===== config.mk =====
export PLATFORM = sky130hd
export DESIGN_NAME = uart_rx_fifo
export DESIGN_NICKNAME = d
export VERILOG_FILES = /design/src/rtl/uart_rx_fifo.sv
export SDC_FILE = /design/constraint.sdc
export NUM_CORES = 1
export LEC_CHECK = 0
export BUFFER_PORTS_ARGS = -buffer_cell sky130_fd_sc_hd__buf_2
export CAP_MARGIN = 20
export CELL_PAD_IN_SITES_DETAIL_PLACEMENT = 1
export CELL_PAD_IN_SITES_GLOBAL_PLACEMENT = 2
export CORE_MARGIN = 5
export CORE_UTILIZATION = 46
export CTS_BUF_LIST = sky130_fd_sc_hd__clkbuf_4 sky130_fd_sc_hd__clkbuf_8 sky130_fd_sc_hd__clkbuf_16
export DETAILED_ROUTE_END_ITERATION = 16
export PLACE_DENSITY_LB_ADDON = 0.08
export SYNTH_ARGS = -nofsm -noshare
export SYNTH_HDL_FRONTEND = slang
export SYNTH_SLANG_ARGS = --single-unit

===== constraint.sdc =====
create_clock -name clk_i -period 3.55 [get_ports clk_i]
set_input_delay 0.1775 -clock clk_i [delete_from_list [all_inputs] [get_ports clk_i]]
set_output_delay 0.1775 -clock clk_i [all_outputs]
set_load 0.02 [all_outputs]

===== src/rtl/uart_rx_fifo.sv =====
// uart_rx_fifo: FWFT receive buffer between the UART receiver and the host interface.
// Ports:
//   clk_i, rst_i        clock, synchronous active-high reset
//   clear_i             synchronous flush of contents and status
//   rx_done_i           one-cycle character-valid pulse from the receiver
//   rx_parity_error_i   parity flag sampled with rx_done_i
//   rx_data_i           character sampled with rx_done_i
//   rd_en_i             pop the head entry
//   thresh_i            level interrupt threshold (0 disables)
//   overrun_clr_i       clear the sticky overrun flag
//   rd_data_o           head character, 0 when empty
//   rd_parity_err_o     parity flag of the head character, 0 when empty
//   empty_o, full_o     level == 0 / level == DEPTH
//   level_o             entry count 0..DEPTH
//   level_irq_o         thresh_i != 0 && level_o >= thresh_i
//   overrun_o           sticky: character dropped while full
//   underflow_o         sticky: pop attempted while empty
module uart_rx_fifo #(
    parameter int DATA_WIDTH = 8,
    parameter int DEPTH_LOG2 = 4
) (
    input  logic                  clk_i,
    input  logic                  rst_i,
    input  logic                  clear_i,
    input  logic                  rx_done_i,
    input  logic                  rx_parity_error_i,
    input  logic [DATA_WIDTH-1:0] rx_data_i,
    input  logic                  rd_en_i,
    input  logic [DEPTH_LOG2:0]   thresh_i,
    input  logic                  overrun_clr_i,
    output logic [DATA_WIDTH-1:0] rd_data_o,
    output logic                  rd_parity_err_o,
    output logic                  empty_o,
    output logic                  full_o,
    output logic [DEPTH_LOG2:0]   level_o,
    output logic                  level_irq_o,
    output logic                  overrun_o,
    output logic                  underflow_o
);
    localparam int DEPTH = 2 ** DEPTH_LOG2;
    localparam logic [DEPTH_LOG2:0]   LVL_FULL = (DEPTH_LOG2 + 1)'(DEPTH);
    localparam logic [DEPTH_LOG2:0]   LVL_ONE  = 1;
    localparam logic [DEPTH_LOG2-1:0] PTR_ONE  = 1;

    logic [DATA_WIDTH:0]   r_mem [DEPTH];
    logic [DEPTH_LOG2-1:0] r_wptr;
    logic [DEPTH_LOG2-1:0] r_rptr;
    logic [DEPTH_LOG2:0]   r_level;
    logic                  r_overrun;
    logic                  r_underflow;

    logic                  w_empty;
    logic                  w_full;
    logic                  w_pop;
    logic                  w_push;
    logic                  w_drop;
    logic [DEPTH_LOG2:0]   w_level_nxt;
    logic [DATA_WIDTH:0]   w_head;

    always_comb begin
        w_empty     = r_level == '0;
        w_full      = r_level == LVL_FULL;
        w_pop       = rd_en_i && !w_empty;
        // a pop in the same cycle frees the slot a full FIFO needs
        w_push      = rx_done_i && (!w_full || w_pop);
        w_drop      = rx_done_i && w_full && !w_pop;
        w_level_nxt = (w_push && !w_pop) ? r_level + LVL_ONE :
                      (w_pop && !w_push) ? r_level - LVL_ONE : r_level;
        w_head      = w_empty ? '0 : r_mem[r_rptr];
    end

    // storage is deliberately left unreset; only the pointers qualify it
    always_ff @(posedge clk_i) begin
        if (!rst_i && !clear_i && w_push)
            r_mem[r_wptr] <= {rx_parity_error_i, rx_data_i};
    end

    always_ff @(posedge clk_i) begin
        if (rst_i || clear_i) begin
            r_wptr      <= '0;
            r_rptr      <= '0;
            r_level     <= '0;
            r_overrun   <= 1'b0;
            r_underflow <= 1'b0;
        end else begin
            r_wptr      <= w_push ? r_wptr + PTR_ONE : r_wptr;
            r_rptr      <= w_pop ? r_rptr + PTR_ONE : r_rptr;
            r_level     <= w_level_nxt;
            // a new drop outranks a same-cycle clear request
            r_overrun   <= w_drop || (r_overrun && !overrun_clr_i);
            r_underflow <= r_underflow || (rd_en_i && w_empty);
        end
    end

    assign rd_data_o       = w_head[DATA_WIDTH-1:0];
    assign rd_parity_err_o = w_head[DATA_WIDTH];
    assign empty_o         = w_empty;
    assign full_o          = w_full;
    assign level_o         = r_level;
    assign level_irq_o     = (thresh_i != '0) && (r_level >= thresh_i);
    assign overrun_o       = r_overrun;
    assign underflow_o     = r_underflow;
endmodule


# Yosys cells after proc, flatten, opt, wreduce, memory -nomap -nowiden
# Memory sizes are Yosys's and may differ from the RTL's. A register that Yosys moved wholly into a read port is not among the register bits.
# Index checks and enable logic that the tools add are counted.
[word_totals] reg_bits=15 wordCells=44 in_bits=20 mem_count=1 ramBits=144
[memory_table] name="r_mem" words=16 width=9 rd=1 rd_clocked_by_memory_dff=1 wr=1 line="45" rtl="logic [DATA_WIDTH:0] r_mem [DEPTH];"
[op_classes] order_cmp=1 eq_ne=1 n_mux=7 n_addsub=4 n_reduce_logical=25
[ops] cell="1-bit logical AND" count=11
[ops] cell="5-bit 2-to-1 mux" count=2
[ops] cell="9-bit 2-to-1 mux" count=1
[ops] cell="4-bit by 1-bit adder with 4-bit output (second input constant)" count=2
[ops] cell="4-bit 2-to-1 mux" count=2
[ops] cell="1-bit zero test" count=7
[ops] cell="5-bit by 1-bit adder with 5-bit output (second input constant)" count=1
[ops] cell="5-bit equality test (second input constant)" count=1
[ops] cell="5-bit greater-or-equal comparator" count=1
[ops] cell="5-bit zero test" count=1
[ops] cell="5-bit nonzero test" count=1
[ops] cell="5-bit by 1-bit subtractor with 5-bit output (second input constant)" count=1
[ops] cell="1-bit logical OR" count=4
[ops] cell="1-bit 2-to-1 mux" count=2
[ops] cell="2-bit nonzero test" count=1

# Logic depth before layout (Yosys ltp)
# Gate-level depths: netlist of run 1.
[depth] depth_word=9 ltp_mapped=12

# Worst setup path before layout of run 1
# OpenSTA, ideal clock, no wires.
[synth_path] path_kind="register to register" startpoint="register r_level[0] (netlist: level_o[0])" endpoint="register r_level[3] (netlist: level_o[3])" slack_ns=0.589 t_arrival_ns=2.839 required_ns=3.428 synth_period_minus_slack_ns=2.961 stages_incl_launch_ff=13 path_cell_list="dfxtp_1 -> or4_1 -> buf_2 -> o31a_1 -> buf_6 -> buf_6 -> ha_1 -> inv_1 -> ha_1 -> a21o_1 -> a21oi_1 -> nor4_1 -> a311o_1"
[synth_between] elab_chain_len=8
[synth_rtl] element="from (decl)" line="48" rtl="logic [DEPTH_LOG2:0] r_level;"
[synth_rtl] element="from (signal assigned)" line="88" rtl="r_level <= w_level_nxt;"
[synth_rtl] element="5-bit zero test" line="61" rtl="w_empty = r_level == '0;"
[synth_rtl] element="1-bit zero test" line="63" rtl="w_pop = rd_en_i && !w_empty;"
[synth_rtl] element="1-bit logical AND" line="63"
[synth_rtl] element="1-bit logical OR (*)" line="65" rtl="w_push = rx_done_i && (!w_full || w_pop);"
[synth_rtl] element="1-bit logical AND (*)" line="65"
[synth_rtl] element="net w_push" line="55" rtl="logic w_push;"
[synth_rtl] element="1-bit zero test" line="68" rtl="(w_pop && !w_push) ? r_level - LVL_ONE : r_level;"
[synth_rtl] element="1-bit logical AND" line="68"
[synth_rtl] element="2-bit nonzero test (no source line)"
# The timed path passes the listed nets; every way through them passes the cells marked *. The select of a mux whose other input is x is not followed.
# A chain may end at the register's enable or synchronous reset.

# Final worst setup path of run 1
[layout_path] startpoint="register r_level[0] (netlist: level_o[0])" endpoint="register r_level[3] (netlist: level_o[3])"
[layout_between] elab_chain_len=8
[layout_rtl] element="parallel branches: the longest is 8 deep, another holds 5-bit by 1-bit subtractor with 5-bit output"
# Several ways; the timed one is not identified. The select of a mux whose other input is x is not followed.

==> flow_metrics.py, run 1 <==
metrics = {
    "floorplanning": {
        "dieArea_sq_um": 17000,
        "coreArea_sq_um": 14400,
        "start_util_pct": 46.3,
        "io_pins": 39,
        "die_h_microns": 130,
        "die_w_microns": 130,
        "rows": 44,
    },
    "logic_synthesis": {
        "synth.top_cell.area_share_pct": 65.0,
        "synthCells": 364,
        "synth.net_count": 399,
        "ys_seq_area_share_pct": 70.7,
        "yosys_register_bits": 163,
        "ys_types": 39,
        "syn_avg_cell_area_sq_um": 18.3,
        "syn_area_sq_um": 6660,
        "ys_warn_count": 0,
        "synth_area_leader_cell": "edfxtp_1",
        "synth_area_leaders": "edfxtp_1, mux4_2, dfxtp_1, ha_1, a211oi_1",
    },
    "timing": {
        "slew_headroom_pct": 46.2,
        "fmax_ghz": 0.317,
        "maxSlewViolCount": 0,
        "setup_violations": 0,
        "period_share_pct": 88.9,
        "rsz0062_at_grt": "false",
        "clock_skew_ns": 0.00590,
        "tns_ns": 0,
        "final_hold_viol_count": 0,
        "worst_slew_pin_slew_ns": 0.807,
        "finalCriticalPeriod_ns": 3.16,
    },
    "worst_setup_path": {
        "crit_path_start_kind": "flop",
        "max_stage_delay_ns": 0.68,
        "crit_slowest_cell": "or4_1",
        "crit_path_frequent_cell": "ha_1",
        "criticalPathCategory": "flop to flop",
        "crit_required_ns": 3.86,
        "cp_cell_sequence": "or4_1 -> o31a_1 -> ha_1 -> inv_1 -> ha_1 -> a21o_1 -> a21oi_1 -> nor4_1 -> a311o_1",
        "crit_fanout": 19,
        "worstPathArrival_ns": 3.47,
        "critPathCaptureType": "flop",
    },
    "routing": {
        "wire_per_inst_microns": 23.2,
        "vias": 3486,
        "drt-total-wl_microns": 14100,
        "viasPerCell": 5.76,
        "first_iter_violations": 238,
        "drc": 0,
        "dr.pass1.iters": 4,
        "antenna_left": 0,
    },
    "clock_network": {
        "clockRootBuffer": "clkbuf_16",
        "clock_latency_ns": 0.42,
        "clk_pin_slew_ns": 0.06,
        "htreeDepth": 4,
        "cts_tree": "built",
        "cts_resized": 0,
        "cts_sinks": 163,
        "clockBufferDepth": 2,
        "postCtsHoldBufs": 0,
        "cts_setup_buffers": 0,
        "numCtsBuffers": 17,
    },
    "worst_hold_path": {
        "hold_class": "input port to flop",
    },
    "global_routing": {
        "grt_first_pass_wirelength_microns": 21500,
        "grt_start_max_net_pins": 37,
        "grt.overflow.total": 0,
        "grt_pass1_vias": 3694,
        "gr-usage-all-layers_pct": 18.0,
        "antenna_found_initial": 0,
    },
    "run_status": {
        "outcome": "finished clean",
    },
    "power_and_ir_drop": {
        "p_per_area_nw_per_um2": 564,
        "ir_worst_vdd_mv": 0.389,
        "p_leak_nw": 2.57,
        "power_mw": 4.27,
    },
    "cells_and_area": {
        "fill_cells": 1339,
        "drive_gt1_share_pct": 27.3,
        "multi_input_area_sq_um": 1810,
        "area_growth_syn_to_layout_pct": 13.8,
        "nNetsFinal": 444,
        "regArea_sq_um": 4710,
        "antennaDiodeCount": 0,
    },
    "flow_run": {
        "max_cap_viol_count": 0,
    },
    "place": {
        "port_buffers": 38,
        "hpwl_microns": 8750,
        "gp_congestion": 0.750,
    },
}
==> state kept, by name, summed over array words and instances, names as in the netlist, named ones only <==
name,count
r_mem,144
level_o,5
r_rptr,4
r_wptr,4
overrun_o,1
underflow_o,1
==> per-stage QoR <==
stage	area (sq um)	utilization (%)	hold WS (ns)	instances	setup WS (ns)
CTS	7570	52.7	0.0186	605	0.376
finish	7570	52.7	0.0338	605	0.394
floorplan	6660	-	0.276	364	0.589
global route	7570	52.7	0.0340	605	0.195
global placement	7050	49.1	0.454	574	0.479
detailed placement	7050	49.1	0.469	574	0.396
==> worst paths after layout <==
kind / from / endpoint / slack, ns / cells past startpoint
worst max-delay path: level_o[0] / level_o[3] / 0.39 / 9
worst min register to register: underflow_o / underflow_o / 0.48 / 2
worst max register to register: level_o[0] / level_o[3] / 0.39 / 9
worst min-delay path: rx_done_i / overrun_o / 0.03 / 3
==> kinds of logic (layout without fill, tap and decap cells) <==
logic type / after synthesis / count (layout) / share of synthesized area (%)
AOI/OAI and AO/OA: 40 / 40 / 4.53
xor gates and xnor gates: 6 / 6 / 0.790
adders and majority gates: 15 / 15 / 2.93
buffers and inverters: 29 / 86 / 2.05
DFF: 163 / 163 / 70.7
muxes: 47 / 47 / 13.8
and+or+nand+nor: 64 / 64 / 5.17
==> area by class of cell <==
cell class	count	area share (%)
clock buffer	18	5.72
clock inverter	13	1.24
inverter	9	0.446
multi-input combinational	172	24.0
sequential	163	62.1
tap	184	3.04
timing repair buffer	46	3.47
==> power breakdown <==
part | switching, mW | internal (mW)
combinational | 0.298 | 0.181
clock | 0.699 | 0.951
sequential | 0.0383 | 2.10
total | 1.04 | 3.24
==> cells in the final DEF, fill, tap and decap left out, types with 2 or more instances in the layout <==
cell / instances
or4_1: 3
and3_1: 15
clkbuf_16: 17
dfxtp_2: 2
nor2b_1: 12
ha_1: 14
a21oi_1: 7
nand2_1: 2
a31o_2: 2
nand3_1: 4
buf_4: 7
clkinv_2: 4
a211o_1: 2
mux4_2: 36
nor3_1: 3
clkinv_1: 5
nor2_1: 20
edfxtp_1: 144
mux2i_1: 11
inv_1: 9
dfxtp_1: 17
xor2_1: 4
buf_2: 38
o211ai_1: 3
xnor2_1: 2
a211oi_1: 19
==> critical path: cells and delay by family (launching register included) <==
family                   cells  cell delay (ns)
buffers and inverters        1             0.16
flip-flops                   1             0.37
adder cells (fa/ha/maj)      2             0.57
AO/OA/AOI/OAI                4             1.17
AND/OR/NAND/NOR              2             0.75
==> cells in the mapped netlist <==
master	instances
or4_1	3
clkbuf_2	1
inv_1	9
nor2_1	20
a21oi_1	7
nand3_1	4
o31a_1	1
o211ai_1	3
buf_4	1
mux2i_1	11
a311o_1	1
nand2b_1	1
or2_2	1
buf_6	2
a31o_2	2
dfxtp_1	19
and4b_1	1
and3_1	15
a211o_1	2
nor4_1	1
buf_2	6
o31ai_2	1
xnor2_1	2
nor2b_1	12
nand2_1	2
fa_1	1
edfxtp_1	144
o22ai_1	1
a21o_1	1
xor2_1	4
o21ai_1	1
and2_1	1
ha_1	14
a211oi_1	19
clkbuf_1	7
o311ai_2	1
buf_1	3
nor3_1	3
mux4_2	36
==> layer usage <==
metal | up-vias | part of all wire [%] | GRT usage [%]
met5 | - | 0 | 0
met4 | 0 | 1.8 | 7.15
met3 | 16 | 3.3 | 3.72
met2 | 62 | 51 | 30.1
met1 | 1851 | 44 | 23.2
li1 | 1557 | - | -
No activity file was read; power rests on OpenSTA's default activity.
==> inputs of run 2 (changes only) <==
- ABC_AREA: default -> 1
- CORE_UTILIZATION: 46 -> 41
- SKIP_CTS_REPAIR_TIMING: default -> 1
==> flow_metrics.py, run 2 <==
metrics = {
    "cells_and_area": {
        "area_growth_syn_to_layout_pct": 13.8,
        "final_cell_mix": "nand2_1, edfxtp_1, nand3_1",
        "antennaDiodeCount": 0,
        "largest_reg_flops": 144,
        "largest-register": "r_mem",
        "layout_commonest_cell": "nand2_1",
        "drive_gt1_share_pct": 14.6,
        "nNetsFinal": 708,
    },
    "logic_synthesis": {
        "ys_types": 30,
        "synthCells": 634,
        "synth-edff-count": 144,
        "synth_area_leader_cell": "edfxtp_1",
        "synth_commonest_cells": "nand2_1, edfxtp_1, nand3_1",
        "synth_ff_type": "edfxtp_1",
        "synth.net_count": 669,
        "syn_area_sq_um": 7040,
        "ys_seq_area_share_pct": 66.8,
        "ys_warn_count": 0,
        "synth.top_cell.area_share_pct": 61.4,
        "syn_avg_cell_area_sq_um": 11.1,
        "synth_area_leaders": "edfxtp_1, nand2_1, nand3_1, dfxtp_1, buf_6",
        "yosysMostFrequentCell": "nand2_1",
        "yosys_register_bits": 163,
        "async_reset_ff_share_pct": 0,
    },
    "floorplanning": {
        "start_util_pct": 41.3,
        "coreArea_sq_um": 17100,
        "die_h_microns": 141,
        "die_w_microns": 141,
        "dieArea_sq_um": 19900,
        "rows": 48,
        "io_pins": 39,
    },
    "global_routing": {
        "antenna_found_initial": 0,
        "gr-usage-all-layers_pct": 18.8,
        "grt.overflow.total": 0,
        "grt_first_pass_wirelength_microns": 28100,
        "grt_start_max_net_pins": 73,
        "grt_pass1_vias": 4967,
    },
    "timing": {
        "clock_skew_ns": 0.0114,
        "worst_slew_pin_slew_ns": 1.05,
        "tns_ns": 0,
        "finalCriticalPeriod_ns": 2.70,
        "period_share_pct": 76.0,
        "slew_headroom_pct": 30.0,
        "fmax_ghz": 0.370,
        "maxSlewViolCount": 0,
        "worst_slack_ns": 0.851,
        "rsz0062_at_grt": "false",
        "setup_violations": 0,
        "final_hold_viol_count": 0,
    },
    "clock_network": {
        "numCtsBuffers": 17,
        "htreeDepth": 4,
        "clockRootBuffer": "clkbuf_16",
        "cts_tree": "built",
        "clockBufferDepth": 2,
        "cts_sinks": 163,
        "clk_pin_slew_ns": 0.06,
        "clock_latency_ns": 0.43,
    },
    "routing": {
        "wire_per_inst_microns": 19.7,
        "first_iter_violations": 334,
        "drt-total-wl_microns": 18000,
        "drc": 0,
        "viasPerCell": 5.14,
        "antenna_left": 0,
        "dr.pass1.iters": 4,
        "vias": 4687,
    },
    "place": {
        "port_buffers": 38,
        "pre_cts_slack_ns": 1.06,
        "gp_congestion": 0.812,
        "hpwl_microns": 11200,
    },
    "worst_setup_path": {
        "criticalPathCategory": "flop to primary output",
        "crit_required_ns": 3.37,
        "worstPathArrival_ns": 2.52,
        "critPathCaptureType": "primary output",
        "crit_path_start_kind": "flop",
        "crit_fanout": 19,
    },
    "flow_run": {
        "max_cap_viol_count": 0,
    },
    "power_and_ir_drop": {
        "p_leak_nw": 3.05,
        "combPwrFrac_pct": 11.9,
        "p_per_area_nw_per_um2": 588,
        "switchingPower_mw": 1.14,
        "pwr-share-seq_pct": 45.2,
        "switching_share_pct": 24.1,
        "ir_worst_vdd_mv": 0.403,
        "p_int_mw": 3.57,
        "clkPwrFrac_pct": 42.9,
    },
    "worst_hold_path": {
        "hold_class": "input port to flop",
    },
    "run_status": {
        "outcome": "finished clean",
    },
}
==> run 2: worst paths after layout <==
check | slack (ns) | cells after the start | startpoint | endpoint
hold reg to reg | 0.48 | 2 | underflow_o | underflow_o
hold / removal | 0.02 | 4 | overrun_clr_i | overrun_o
setup reg to reg | 1.09 | 13 | level_o[2] | level_o[4]
setup / recovery | 0.85 | 6 | flop | rd_data_o[4]
==> run 2: cells by family (layout without fill, tap and decap cells) <==
group,count (synthesis),count (layout),synth area share (%)
simple gates,364,364,22.0
xor+xnor,6,6,0.746
fa+ha+maj,15,15,2.77
compound gates,34,34,2.79
buf+inv,52,104,4.89
flops,163,163,66.8
==> run 2: cell type report <==
type	count	area [sq um]
clock inverters	10	179
inverters	25	106
flip-flops and latches	163	4710
fillers	1898	9040
clock buffers	22	475
repair buffers	47	270
well taps	225	282
multi-input cells	419	1990
==> run 2: metal layers <==
metal / part of all wire [%] / track usage, % / vias up
met1: 44 / 24.9 / 2327
met3: 4.2 / 3.49 / 8
met4: 0.92 / 7.09 / 0
li1: - / - / 2261
met5: 0 / 0 / -
met2: 51 / 31.0 / 91
==> run 2: stage by stage <==
stage	power, mW	utilization, %	hold WS (ns)	instances	instance area (sq um)
2_1_floorplan	2.56	-	0.276	634	7040
4_1_cts	4.77	47.0	0.000427	911	8010
3_5_place_dp	2.74	43.1	0.461	879	7360
5_1_grt	4.91	47.0	0.00924	911	8010
6_report	4.71	47.0	0.0198	911	8010
3_3_place_gp	2.73	43.1	0.430	879	7360
==> run 2: power by group through the flow <==
stage          Clock (mW)  Combinational, mW  Sequential (mW)
6_report             2.02              0.560             2.13
5_1_grt              2.15              0.626             2.13
4_1_cts              2.06              0.573             2.13
3_5_place_dp            0              0.570             2.17
3_3_place_gp            0              0.563             2.17
2_1_floorplan           0              0.390             2.17
==> run 2: worst max-delay path, stage by stage (launching register included) <==
cell and delay [ns]:
dfxtp_1 0.93, inv_2 0.45, nand3_1 0.21, nand2_1 0.09, nand2_1 0.08, a21oi_1 0.12
buf_2 0.21
==> inputs of run 3 (changes only) <==
- CORE_UTILIZATION: 41 -> 37
- clock period: 3.55 -> 2.4 ns (I/O delays scaled with it)
==> flow_metrics.py, run 3 (synthesis results as in run 2) <==
metrics = {
    "routing": {
        "vias": 4744,
        "antenna_left": 0,
        "drt-total-wl_microns": 18200,
        "drc": 0,
        "viasPerCell": 5.06,
        "wire_per_inst_microns": 19.4,
        "dr.pass1.iters": 4,
        "first_iter_violations": 210,
    },
    "timing": {
        "maxSlewViolCount": 0,
        "slew_headroom_pct": 58.6,
        "worst_slew_pin_slew_ns": 0.621,
        "final_hold_viol_count": 1,
        "finalCriticalPeriod_ns": 2.16,
        "clock_skew_ns": 0.00621,
        "fmax_ghz": 0.464,
        "timing.hold.ws_ns": -0.0200,
        "setup_violations": 0,
        "period_share_pct": 89.9,
        "rsz0062_at_grt": "false",
        "tns_ns": 0,
    },
    "worst_setup_path": {
        "crit_path_frequent_cell": "nand2_1",
        "cp_top_family": "simple AND/OR/NAND/NOR gates",
        "crit_fanout": 5,
        "worstPathArrival_ns": 2.51,
        "criticalPathCategory": "flop to flop",
        "critPathCaptureType": "flop",
        "crit_buf_inv": 2,
        "max_stage_delay_ns": 0.35,
        "crit_path_start_kind": "flop",
        "crit_slowest_cell": "dfxtp_1",
        "cp_cell_sequence": "nor2_2 -> nand4_1 -> nand2_1 -> inv_1 -> ha_1 -> inv_1 -> ha_1 -> or2_2 -> nand2_1 -> nand2b_1 -> nand2_1 -> nand2_1 -> a21oi_1",
        "crit_required_ns": 2.76,
        "reg2reg_depth": 13,
        "cp.depth": 13,
    },
    "power_and_ir_drop": {
        "p_per_area_nw_per_um2": 842,
        "switchingPower_mw": 1.74,
        "ir_worst_vdd_mv": 0.478,
        "p_leak_nw": 3.11,
        "switching_share_pct": 25.4,
        "clkPwrFrac_pct": 42.0,
        "pwr-share-seq_pct": 45.9,
        "combPwrFrac_pct": 12.1,
        "p_int_mw": 5.12,
    },
    "floorplanning": {
        "io_pins": 39,
        "dieArea_sq_um": 21900,
        "coreArea_sq_um": 18700,
        "rows": 50,
        "die_h_microns": 148,
        "start_util_pct": 37.6,
        "die_w_microns": 148,
    },
    "clock_network": {
        "clockBufferDepth": 2,
        "clock_latency_ns": 0.42,
        "clockRootBuffer": "clkbuf_16",
        "numCtsBuffers": 17,
        "htreeDepth": 4,
        "cts_tree": "built",
        "cts_sinks": 163,
        "clk_pin_slew_ns": 0.06,
    },
    "global_routing": {
        "grt_first_pass_wirelength_microns": 28500,
        "antenna_found_initial": 0,
        "grt_start_max_net_pins": 73,
        "grt.overflow.total": 0,
        "gr-usage-all-layers_pct": 17.3,
        "grt_pass1_vias": 4965,
    },
    "cells_and_area": {
        "largest_reg_flops": 144,
        "antennaDiodeCount": 0,
        "largest-register": "r_mem",
        "layout_commonest_cell": "nand2_1",
        "final_cell_mix": "nand2_1, edfxtp_1, nand3_1",
        "design_area_sq_um": 8140,
        "area_growth_syn_to_layout_pct": 15.6,
        "drive_gt1_share_pct": 16.4,
        "nNetsFinal": 725,
    },
    "flow_run": {
        "max_cap_viol_count": 0,
    },
    "place": {
        "port_buffers": 38,
        "hpwl_microns": 11000,
        "gp_congestion": 0.800,
        "placed_area_sq_um": 7480,
    },
    "worst_hold_path": {
        "hold_class": "input port to flop",
        "hold_depth": 3,
    },
    "run_status": {
        "outcome": "finished, violations left",
        "violations": "hold timing",
    },
}
run 3: changes by cell type in the layout (fill, tap and decap cells not counted), sizes merged:
cell,before,now
buf,47,62
clkbuf,22,17
clkinvlp,0,4
inv,24,27
dlygate4sd3,0,2
bufinv,5,4
clkinv,6,5
run 3: tightest hold or removal path: stages:
cell and delay (ns):
buf_2 0.10, a21oi_1 0.07, nor2_1 0.07
run 3: final timing paths:
path	from	end	slack (ns)
max	level_o[2]	level_o[4]	0.24
min	rd_en_i	underflow_o	-0.02
max reg2reg	level_o[2]	level_o[4]	0.24
min reg2reg	underflow_o	underflow_o	0.49
run 3: routing by layer:
metal | wire [microns] | global-route usage, % | vias up
met5 | 0 | 0 | -
met4 | 262 | 5.73 | 0
met3 | 656 | 2.85 | 16
met2 | 9090 | 29.2 | 85
met1 | 8150 | 22.7 | 2347
li1 | - | - | 2296
run 3: stage by stage:
step	util, %	power [mW]	worst slack (ns)	instances
2_1_floorplan	-	3.79	0.166	634
5_1_grt	43.5	7.17	0.0273	937
6_report	43.5	6.86	0.243	937
3_3_place_gp	40.0	4.04	0.230	903
4_1_cts	43.4	6.94	0.0211	935
3_5_place_dp	40.0	4.06	0.165	903
run 3: area by class of cell:
cell class,count,area (sq um)
Multi-Input combinational cell,419,2000
Sequential cell,163,4710
Clock inverter,15,206
Clock buffer,17,425
Fill cell,2050,10600
Tap cell,234,293
Timing Repair Buffer,64,403
Inverter,25,109
run 3: power groups by stage:
stage                     clock (mW)  combinational [mW]  sequential (mW)
after floorplan                    0               0.576             3.21
after global placement             0               0.835             3.20
after detailed placement           0               0.852             3.20
after CTS                       2.94               0.856             3.14
after global routing            3.08               0.937             3.15
final                           2.88               0.832             3.14
